File: config.mk
export PLATFORM = sky130hd
export DESIGN_NAME = m_extension_unit
export DESIGN_NICKNAME = d
export VERILOG_FILES = /design/src/rtl/m_extension_unit.sv
export SDC_FILE = /design/constraint.sdc
export NUM_CORES = 1
export LEC_CHECK = 0
export CAP_MARGIN = 10
export CORE_ASPECT_RATIO = 1.1
export CORE_MARGIN = 2
export CORE_UTILIZATION = 45
export DETAILED_ROUTE_END_ITERATION = 10
export PLACE_DENSITY = 0.72
export SETUP_SLACK_MARGIN = 0.02
export SYNTH_ARGS = -nofsm -noshare
export SYNTH_HDL_FRONTEND = slang
export SYNTH_SLANG_ARGS = --single-unit
File: constraint.sdc
create_clock -name clk -period 10.1 [get_ports clk]
set_input_delay 1.01 -clock clk [delete_from_list [all_inputs] [get_ports clk]]
set_output_delay 1.01 -clock clk [all_outputs]
set_load 0.02 [all_outputs]
File: src/rtl/m_extension_unit.sv
// Iterative RV32M multiply/divide unit (EX stage), one operation in flight; M_FAST_MUL_EN makes multiplies single-step.
// Latency: 33 cycles to done (1 for div-by-zero/overflow, or fast multiply); start is ignored while busy.
module m_extension_unit #(
    parameter int XLEN = 32
) (
    input  logic            clk,
    input  logic            rst,
    input  logic            start,
    input  logic [2:0]      funct3,
    input  logic [XLEN-1:0] rs1_data,
    input  logic [XLEN-1:0] rs2_data,
    input  logic            flush,
    output logic            busy,
    output logic            done,
    output logic [XLEN-1:0] result
);
    localparam int CW = $clog2(XLEN);

    typedef enum logic [1:0] {IDLE, CALC, DONE} state_t;

    state_t            state_q, state_d;
    logic [CW-1:0]     cnt_q, cnt_d;
    logic [2:0]        op_q, op_d;
    logic [XLEN-1:0]   mag_b_q, mag_b_d;
    logic              neg_q, neg_d;
    logic              rneg_q, rneg_d;
    logic [2*XLEN-1:0] acc_q, acc_d;
    logic [XLEN-1:0]   result_q, result_d;

    logic              a_sgn, b_sgn, a_neg, b_neg;
    logic              div_zero, div_ovf;
    logic [XLEN-1:0]   mag_a_in, mag_b_in, spec_res;
    logic              fast_hit;
    logic [XLEN-1:0]   fast_res;

    always_comb begin
        a_sgn = 1'b1;
        b_sgn = 1'b1;
        case (funct3)
            3'b010:                 b_sgn = 1'b0;
            3'b011, 3'b101, 3'b111: begin a_sgn = 1'b0; b_sgn = 1'b0; end
            default: ;
        endcase
    end

    assign a_neg    = a_sgn & rs1_data[XLEN-1];
    assign b_neg    = b_sgn & rs2_data[XLEN-1];
    assign mag_a_in = a_neg ? -rs1_data : rs1_data;
    assign mag_b_in = b_neg ? -rs2_data : rs2_data;

    // Divide corner cases resolve at acceptance and skip the iteration entirely.
    assign div_zero = funct3[2] & (rs2_data == '0);
    assign div_ovf  = funct3[2] & ~funct3[0] & (rs1_data == {1'b1, {(XLEN-1){1'b0}}}) & (rs2_data == '1);
    assign spec_res = div_zero ? (funct3[1] ? rs1_data : '1)
                               : (funct3[1] ? '0 : {1'b1, {(XLEN-1){1'b0}}});

`ifdef M_FAST_MUL_EN
    logic [2*XLEN-1:0] fast_prod, fast_prod_s;
    assign fast_prod   = {{XLEN{1'b0}}, mag_a_in} * {{XLEN{1'b0}}, mag_b_in};
    assign fast_prod_s = (a_neg ^ b_neg) ? -fast_prod : fast_prod;
    assign fast_res    = (funct3[1:0] == 2'b00) ? fast_prod_s[XLEN-1:0] : fast_prod_s[2*XLEN-1:XLEN];
    assign fast_hit    = ~funct3[2];
`else
    assign fast_res    = '0;
    assign fast_hit    = 1'b0;
`endif

    // acc holds {partial product, multiplier} or {partial remainder, dividend/quotient}.
    logic [XLEN:0]     mul_sum, div_trial;
    logic [2*XLEN-1:0] acc_step, prod_s;
    logic [XLEN-1:0]   quo_s, rem_s, calc_res;

    always_comb begin
        mul_sum   = {1'b0, acc_q[2*XLEN-1:XLEN]} + (acc_q[0] ? {1'b0, mag_b_q} : '0);
        div_trial = {acc_q[2*XLEN-1:XLEN], acc_q[XLEN-1]} - {1'b0, mag_b_q};
        if (op_q[2]) begin
            if (div_trial[XLEN])
                acc_step = {acc_q[2*XLEN-2:0], 1'b0};
            else
                acc_step = {div_trial[XLEN-1:0], acc_q[XLEN-2:0], 1'b1};
        end else begin
            acc_step = {mul_sum, acc_q[XLEN-1:1]};
        end

        prod_s = neg_q  ? -acc_step : acc_step;
        quo_s  = neg_q  ? -acc_step[XLEN-1:0] : acc_step[XLEN-1:0];
        rem_s  = rneg_q ? -acc_step[2*XLEN-1:XLEN] : acc_step[2*XLEN-1:XLEN];
        case (op_q)
            3'b000:                 calc_res = prod_s[XLEN-1:0];
            3'b001, 3'b010, 3'b011: calc_res = prod_s[2*XLEN-1:XLEN];
            3'b100, 3'b101:         calc_res = quo_s;
            default:                calc_res = rem_s;
        endcase
    end

    always_comb begin
        state_d  = state_q;
        cnt_d    = cnt_q;
        op_d     = op_q;
        mag_b_d  = mag_b_q;
        neg_d    = neg_q;
        rneg_d   = rneg_q;
        acc_d    = acc_q;
        result_d = result_q;
        case (state_q)
            IDLE: begin
                if (start && !flush) begin
                    op_d    = funct3;
                    mag_b_d = mag_b_in;
                    neg_d   = a_neg ^ b_neg;
                    rneg_d  = a_neg;
                    acc_d   = {{XLEN{1'b0}}, mag_a_in};
                    cnt_d   = '0;
                    if (div_zero || div_ovf) begin
                        state_d  = DONE;
                        result_d = spec_res;
                    end else if (fast_hit) begin
                        state_d  = DONE;
                        result_d = fast_res;
                    end else begin
                        state_d  = CALC;
                    end
                end
            end
            CALC: begin
                acc_d = acc_step;
                cnt_d = cnt_q + 1'b1;
                if (cnt_q == CW'(XLEN-1)) begin
                    state_d  = DONE;
                    result_d = calc_res;
                end
            end
            DONE:    state_d = IDLE;
            default: state_d = IDLE;
        endcase
        // An aborted operation must never reach the result register.
        if (flush) begin
            state_d  = IDLE;
            result_d = result_q;
        end
    end

    always_ff @(posedge clk or posedge rst) begin
        if (rst) begin
            state_q  <= IDLE;
            cnt_q    <= '0;
            op_q     <= '0;
            mag_b_q  <= '0;
            neg_q    <= 1'b0;
            rneg_q   <= 1'b0;
            acc_q    <= '0;
            result_q <= '0;
        end else begin
            state_q  <= state_d;
            cnt_q    <= cnt_d;
            op_q     <= op_d;
            mag_b_q  <= mag_b_d;
            neg_q    <= neg_d;
            rneg_q   <= rneg_d;
            acc_q    <= acc_d;
            result_q <= result_d;
        end
    end

    assign busy   = (state_q != IDLE);
    assign done   = (state_q == DONE) & ~flush;
    assign result = result_q;

endmodule

==> summary.md, run 1 <==
| Metric | Value |
|---|---|
| Status | finished, violations left |
| Failing checks | DRC |
| Register area | 3510 um2 |
| Starting Density | 45.4% |
| ANT cells | 0 |
| Mapped Cells | 2,133 |
| Slew Viols, Final | 0 |
| Crit. End Element | flop |
| Final Hold Fails | 0 |
| Synth Net Count | 2,277 |
| Die height | 201 um |
| Synth top area cells | dfrtp_1, o21ai_0, nand2_1, ha_1, a21oi_1 |
| Max incr delay on CP | 0.76 ns |
| Die ar. | 36,900 um2 |
| Number of flops mapped to enable cells by yosys | 0 |
| Pwr Density | 334 nW/um2 |
| Critical path arrival | 7.24 ns |
| Initial antenna violation count | 0 |
| Worst IR Drop VDD | 122 uV |
| Sink Count | 140 |
| Hold Buf Count CTS | 0 |
| Syn Area/Cell | 7.46 um2 |
| Largest net degree at the start of global routing | 97 |
| Worst slew pin tran | 1.31 ns |
| Buffers on Ports | 104 |
| Post-Syn Area | 15,900 um2 |
| Layout Area Growth over Synthesis | 11.4% |
| Most instantiated cells after synthesis | nand2_1, o21ai_0, a21oi_1 |
| Count of cell types in the netlist | 104 |
| CP top delay family | simple AND/OR/NAND/NOR gates |
| Row cnt | 72 |
| GR Overflow Total | 0 |
| Max_cap viols | 0 |
| # H-tree levels | 4 |
| Pre-CTS setup slack | 3.44 ns |
| CP Max Fanout | 25 |
| Startpoint type of the worst setup path | flop |
| #FFs+latches synth | 140 |
| Worst Setup Slack, final | 3.24 ns |
| CTS Buffer Depth | 2 |
| Ys async rst share | 100% |
| Hold Crit Class | reg2reg |
| Final TNS setup | 0 ns |
| Synth warnings | 0 |
| Initial DRC count | 1,962 |
| RSZ-0062 raised after global routing | no |
| CTS tree | yes |
| FMAX | 146 MHz |
| Setup CP Type | reg2reg |
| Final setup vio count | 0 |
| Top cell type's share of synthesized area | 22.0% |
| GPL Wtd Cong | 1.01 |
| DRT Pass-1 Iters | 9 |
| Clock Skew | 0.0103 ns |
| Root buf cell | clkbuf_16 |
| Area of the multi-input gates | 11,600 um2 |
| WP buf/inv | 3 |
| Worst skew pair latency | 0.45 ns |
| Ys flop type | dfrtp_1 |
| WP data required | 10.48 ns |
| Global-route wire length before repair | 94,100 um |
| Via density | 6.55 |
| Final Cycle Share | 68.0% |
| Final net count | 2,295 |
| Post-route ant nets | 0 |
| HPWL Detailed | 45,600 um |
| Clk slew on worst S/H paths | 0.08 ns |
| Cell with the most instances after synthesis | nand2_1 |
| Core ar. | 35,000 um2 |
| Slew HR | 11.6% |
| Setup bufs post-CTS | 0 |
| Top Ports | 105 |
| Minimum clock period | 6.86 ns |
| Die X | 183 um |
| Number of fill cells | 3,453 |
| GRT Overall Usage | 32.4% |
| Leakage | 7.08 nW |
| WL final | 60,500 um |
| Post-cts sizing count | 0 |
| Via count | 17,100 |
| Slowest CP cell | or4b_2 |
| Share of cells above drive strength 1 | 6.52% |
| DR WL/cell | 23.2 um |
| Sequential share of the synthesized area | 22.0% |
| DRC | 1 |
| Vias in the first global route | 16,600 |
| Leading area contributor after synthesis | dfrtp_1 |
| TritonCTS buffer count | 17 |
-- power breakdown --
| part | internal, W | leakage [nW] | total (W) | switching (W) |
|---|---|---|---|---|
| combinational | 0.00151 | 5.00 | 0.00426 | 0.00276 |
| sequential | 0.000747 | 1.80 | 0.00102 | 0.000271 |
| clock | 0.000328 | 0.277 | 0.000642 | 0.000314 |
-- final cells by class --
class | count | area share, %
repair buffers | 131 | 7.02
well taps | 444 | 3.13
inverters | 67 | 1.45
clock inverters | 15 | 0.812
multi-input cells | 1794 | 65.4
clock buffers | 17 | 2.40
flip-flops and latches | 140 | 19.8
-- worst register-to-register path: stages, from the launching register on --
cell and delay (ns):
dfrtp_1 0.42, inv_1 0.08, ha_1 0.17, inv_1 0.06, fa_1 0.43, a211o_1 0.39, and3_4 0.24, o21ai_4 0.23
a21boi_4 0.13, nor3_4 0.13, buf_4 0.32, nor3_1 0.16, a21oi_1 0.37, ha_1 0.29, nor3b_1 0.20, o221ai_1 0.17
or2_2 0.36, nor4_1 0.54, nand2_1 0.30, or4b_2 0.76, or2_1 0.31, nand2_1 0.09, nand2_1 0.07, a21oi_1 0.15
a221o_1 0.16, a21oi_1 0.09, o21ai_1 0.16
-- per-stage QoR --
stage	std cells	total power, W	area (um2)	hold WS, ns	util [%]
after floorplan	2133	0.00390	15900	0.449	-
after global placement	2576	0.00507	17200	0.471	48.9
after detailed placement	2576	0.00511	17200	0.478	48.9
after CTS	2608	0.00578	17700	0.488	50.6
after global routing	2608	0.00627	17700	0.526	50.6
final	2608	0.00592	17700	0.486	50.6
-- layout by cell type (no fill, tap or decap), types with 21 or more instances in the layout --
cell / count
nor3_1: 69
nand3_1: 78
a31oi_1: 26
xnor2_1: 89
inv_1: 63
o31ai_1: 21
nor4_1: 22
buf_4: 27
o221ai_1: 38
nor2_1: 132
a21oi_1: 162
ha_1: 71
dfrtp_1: 139
nand2_1: 266
o21ai_0: 211
and2_1: 43
clkdlybuf4s50_1: 104
nor2b_1: 36
a21o_1: 23
nand4_1: 28
mux2i_1: 42
a211oi_1: 26
xor2_1: 77
-- sequential cells by signal (all words and copies together), names as in the netlist --
signal and flops:
acc_q 64, cnt_q 5, neg_q 1, result 32
rneg_q 1, state_q 2, mag_b_q 32, op_q 3
-- metal layers --
metal	vias to the layer above	share of wire [%]	GRT usage (%)
met5	-	0	0
met4	0	5.8	18.5
met3	159	7.7	5.34
met2	837	46	51.5
met1	8177	41	41.4
li1	7922	-	-
-- worst paths after layout --
| path | slack [ns] | startpoint | depth (start not counted) | to |
|---|---|---|---|---|
| hold / removal | 0.49 | cnt_q[3] | 1 | cnt_q[3] |
| min in group asynchronous | 1.04 | rst | 2 | cnt_q[1] |
| hold reg to reg | 0.49 | cnt_q[3] | 1 | cnt_q[3] |
| setup reg to reg | 3.24 | acc_q[31] | 26 | result[2] |
| setup / recovery | 3.24 | acc_q[31] | 26 | result[2] |
| max in group asynchronous | 7.64 | rst | 3 | result[31] |
-- cells by family after synthesis --
family / synth area share (%)
AND/OR/NAND/NOR: 25.3
buffers and inverters: 5.32
XOR/XNOR: 9.14
AO/OA/AOI/OAI: 29.4
adder cells (fa/ha/maj): 5.83
flip-flops: 22.0
multiplexers: 3.00
Note: power is estimated with default switching activity, not from simulation.
==> run 2, diff against run 1 <==
--- a/config.mk
+++ b/config.mk
@@ -10,7 +10,7 @@
 export CORE_MARGIN = 2
 export CORE_UTILIZATION = 45
 export DETAILED_ROUTE_END_ITERATION = 10
-export PLACE_DENSITY = 0.72
+export PLACE_DENSITY = 0.75
 export SETUP_SLACK_MARGIN = 0.02
 export SYNTH_ARGS = -nofsm -noshare
 export SYNTH_HDL_FRONTEND = slang
==> constraint.sdc (replaced) <==
create_clock -name clk -period 5.6 [get_ports clk]
set_input_delay 0.56 -clock clk [delete_from_list [all_inputs] [get_ports clk]]
set_output_delay 0.56 -clock clk [all_outputs]
set_load 0.02 [all_outputs]
==> summary.md, run 2 (synthesized netlist as in run 1, its figures left out) <==
| Metric | Value |
|---|---|
| Vias in the first global route | 17,300 |
| Via density | 6.55 |
| Final Non-Filler Cells | 2,735 |
| Leakage | 7.76 nW |
| Core ar. | 35,000 um2 |
| Max_cap viols | 0 |
| Internal | 0.00535 W |
| Largest register FFs | 64 |
| Global-route wire length before repair | 100,000 um |
| CTS tree | yes |
| Sink Count | 140 |
| Top reg by flops | acc_q |
| Sw Share | 53.9% |
| Minimum clock period | 5.43 ns |
| DRT Pass-1 Iters | 6 |
| Top Ports | 105 |
| Crit. End Element | flop |
| Combinational power share | 73.6% |
| Clock Skew | 0.0128 ns |
| Number of fill cells | 3,400 |
| Status | completed |
| Starting Density | 45.4% |
| Register area | 3510 um2 |
| Area of the multi-input gates | 11,700 um2 |
| Startpoint type of the worst setup path | flop |
| Area after DPL | 18,100 um2 |
| Final Cycle Share | 97.0% |
| Pwr Density | 616 nW/um2 |
| Most frequent cells in the layout | nand2_1, o21ai_0, a21oi_1 |
| # H-tree levels | 4 |
| Met2 GRT Util | 57.0% |
| Reg2Reg Setup Slack | 0.17 ns |
| Root buf cell | clkbuf_16 |
| HPWL Detailed | 50,400 um |
| Critical path arrival | 5.76 ns |
| Inst Count DP | 2,700 |
| Sequential power share | 15.3% |
| Die height | 201 um |
| Die X | 183 um |
| Pre-CTS setup slack | 0.0712 ns |
| WHS | 0.491 ns |
| DRC | 0 |
| Die ar. | 36,900 um2 |
| CTS Buffer Depth | 2 |
| Post-route ant nets | 0 |
| Design Area, Final | 18,800 um2 |
| Worst Setup Slack, final | 0.167 ns |
| Gr busiest metal | met2 |
| Worst slew pin tran | 1.08 ns |
| M1 GR Usage | 43.3% |
| P_sw | 0.00625 W |
| GRT Overall Usage | 35.1% |
| GPL Wtd Cong | 1.08 |
| WP data required | 5.93 ns |
| Initial DRC count | 1,968 |
| DR WL/cell | 23.9 um |
| WL final | 65,400 um |
| FMAX | 184 MHz |
| CP Max Fanout | 5 |
| TritonCTS buffer count | 17 |
| Setup CP Type | reg2reg |
| Row cnt | 72 |
| Slew Viols, Final | 0 |
| RSZ-0062 raised after global routing | yes |
| Share of cells above drive strength 1 | 12.3% |
| Final setup vio count | 0 |
| Final Hold Fails | 0 |
| Slew HR | 28.0% |
| ANT cells | 0 |
| Leading cell type in the layout, fill and taps excluded | nand2_1 |
| Clk slew on worst S/H paths | 0.07 ns |
| Buffers on Ports | 104 |
| Met3 usage | 6.21% |
| GR Overflow Total | 0 |
| Worst IR Drop VDD | 285 uV |
| Clock power frac | 11.1% |
| Layout Area Growth over Synthesis | 18.5% |
| Worst skew pair latency | 0.45 ns |
| Final TNS setup | 0 ns |
| Hold Buf Count CTS | 0 |
| Final net count | 2,422 |
| Via count | 17,900 |
| Initial antenna violation count | 0 |
| Largest net degree at the start of global routing | 104 |
| Hold Crit Class | reg2reg |
run 2: changes by cell type in the layout (fill, tap and decap cells not counted), moves of 2 or more:
cell / delta
inv_8: -4
buf_4: +126
clkinv_2: +3
or2_4: +3
o21ai_1: +3
or2_2: -2
o21ai_0: -3
clkinvlp_4: -2
bufinv_16: +4
run 2: per-layer routing:
layer | wire [um] | vias up | part of all wire, %
met4 | 4590 | 0 | 7.0
li1 | - | 8177 | -
met2 | 29900 | 961 | 46
met5 | 0 | - | 0
met1 | 25500 | 8553 | 39
met3 | 5380 | 227 | 8.2
run 2: layout make-up:
cell class | instances | area share, %
multi-input cells | 1794 | 62.0
flip-flops and latches | 140 | 18.6
repair buffers | 258 | 11.7
well taps | 444 | 2.95
clock buffers | 17 | 2.26
inverters | 67 | 1.36
clock inverters | 15 | 1.12
run 2: path summary, 6_finish.rpt:
check                      startpoint         end  depth (start not counted)
max                          acc_q[0]  result[23]                         16
min                         result[3]   result[3]                          2
max reg2reg                  acc_q[0]  result[23]                         16
min reg2reg                 result[3]   result[3]                          2
max in group asynchronous         rst     op_q[2]                          3
min in group asynchronous         rst    cnt_q[2]                          2
run 2: stage by stage:
stage	power [W]	utilization [%]
after floorplan	0.00705	-
after global placement	0.00988	51.7
after detailed placement	0.00995	51.7
after CTS	0.0113	53.5
after global routing	0.0123	53.8
final	0.0116	53.8
run 2: critical path, stage by stage, from the launching register on:
cell	delay [ns]
dfrtp_1	0.46
and2_1	0.20
ha_1	0.23
fa_1	0.46
a21o_1	0.23
a221o_1	0.40
a41o_1	0.24
a221o_1	0.42
xor2_1	0.20
nor2_1	0.15
a31oi_1	0.16
or2_2	0.42
or4_1	0.64
o21ai_0	0.31
xnor2_1	0.20
o221ai_1	0.23
a221o_1	0.37
run 2: power groups by stage:
stage               sequential [W]  clock [W]  combinational [W]
CTS                        0.00176    0.00129            0.00823
global placement           0.00177          0            0.00811
global route               0.00182    0.00133            0.00912
detailed placement         0.00178          0            0.00817
finish                     0.00178    0.00129            0.00854
floorplan                  0.00172          0            0.00533
run 2: timing repair:
item,CTS,global route
setup endpoints to repair,0,19
setup buffers,0,3
gates resized for setup,0,17
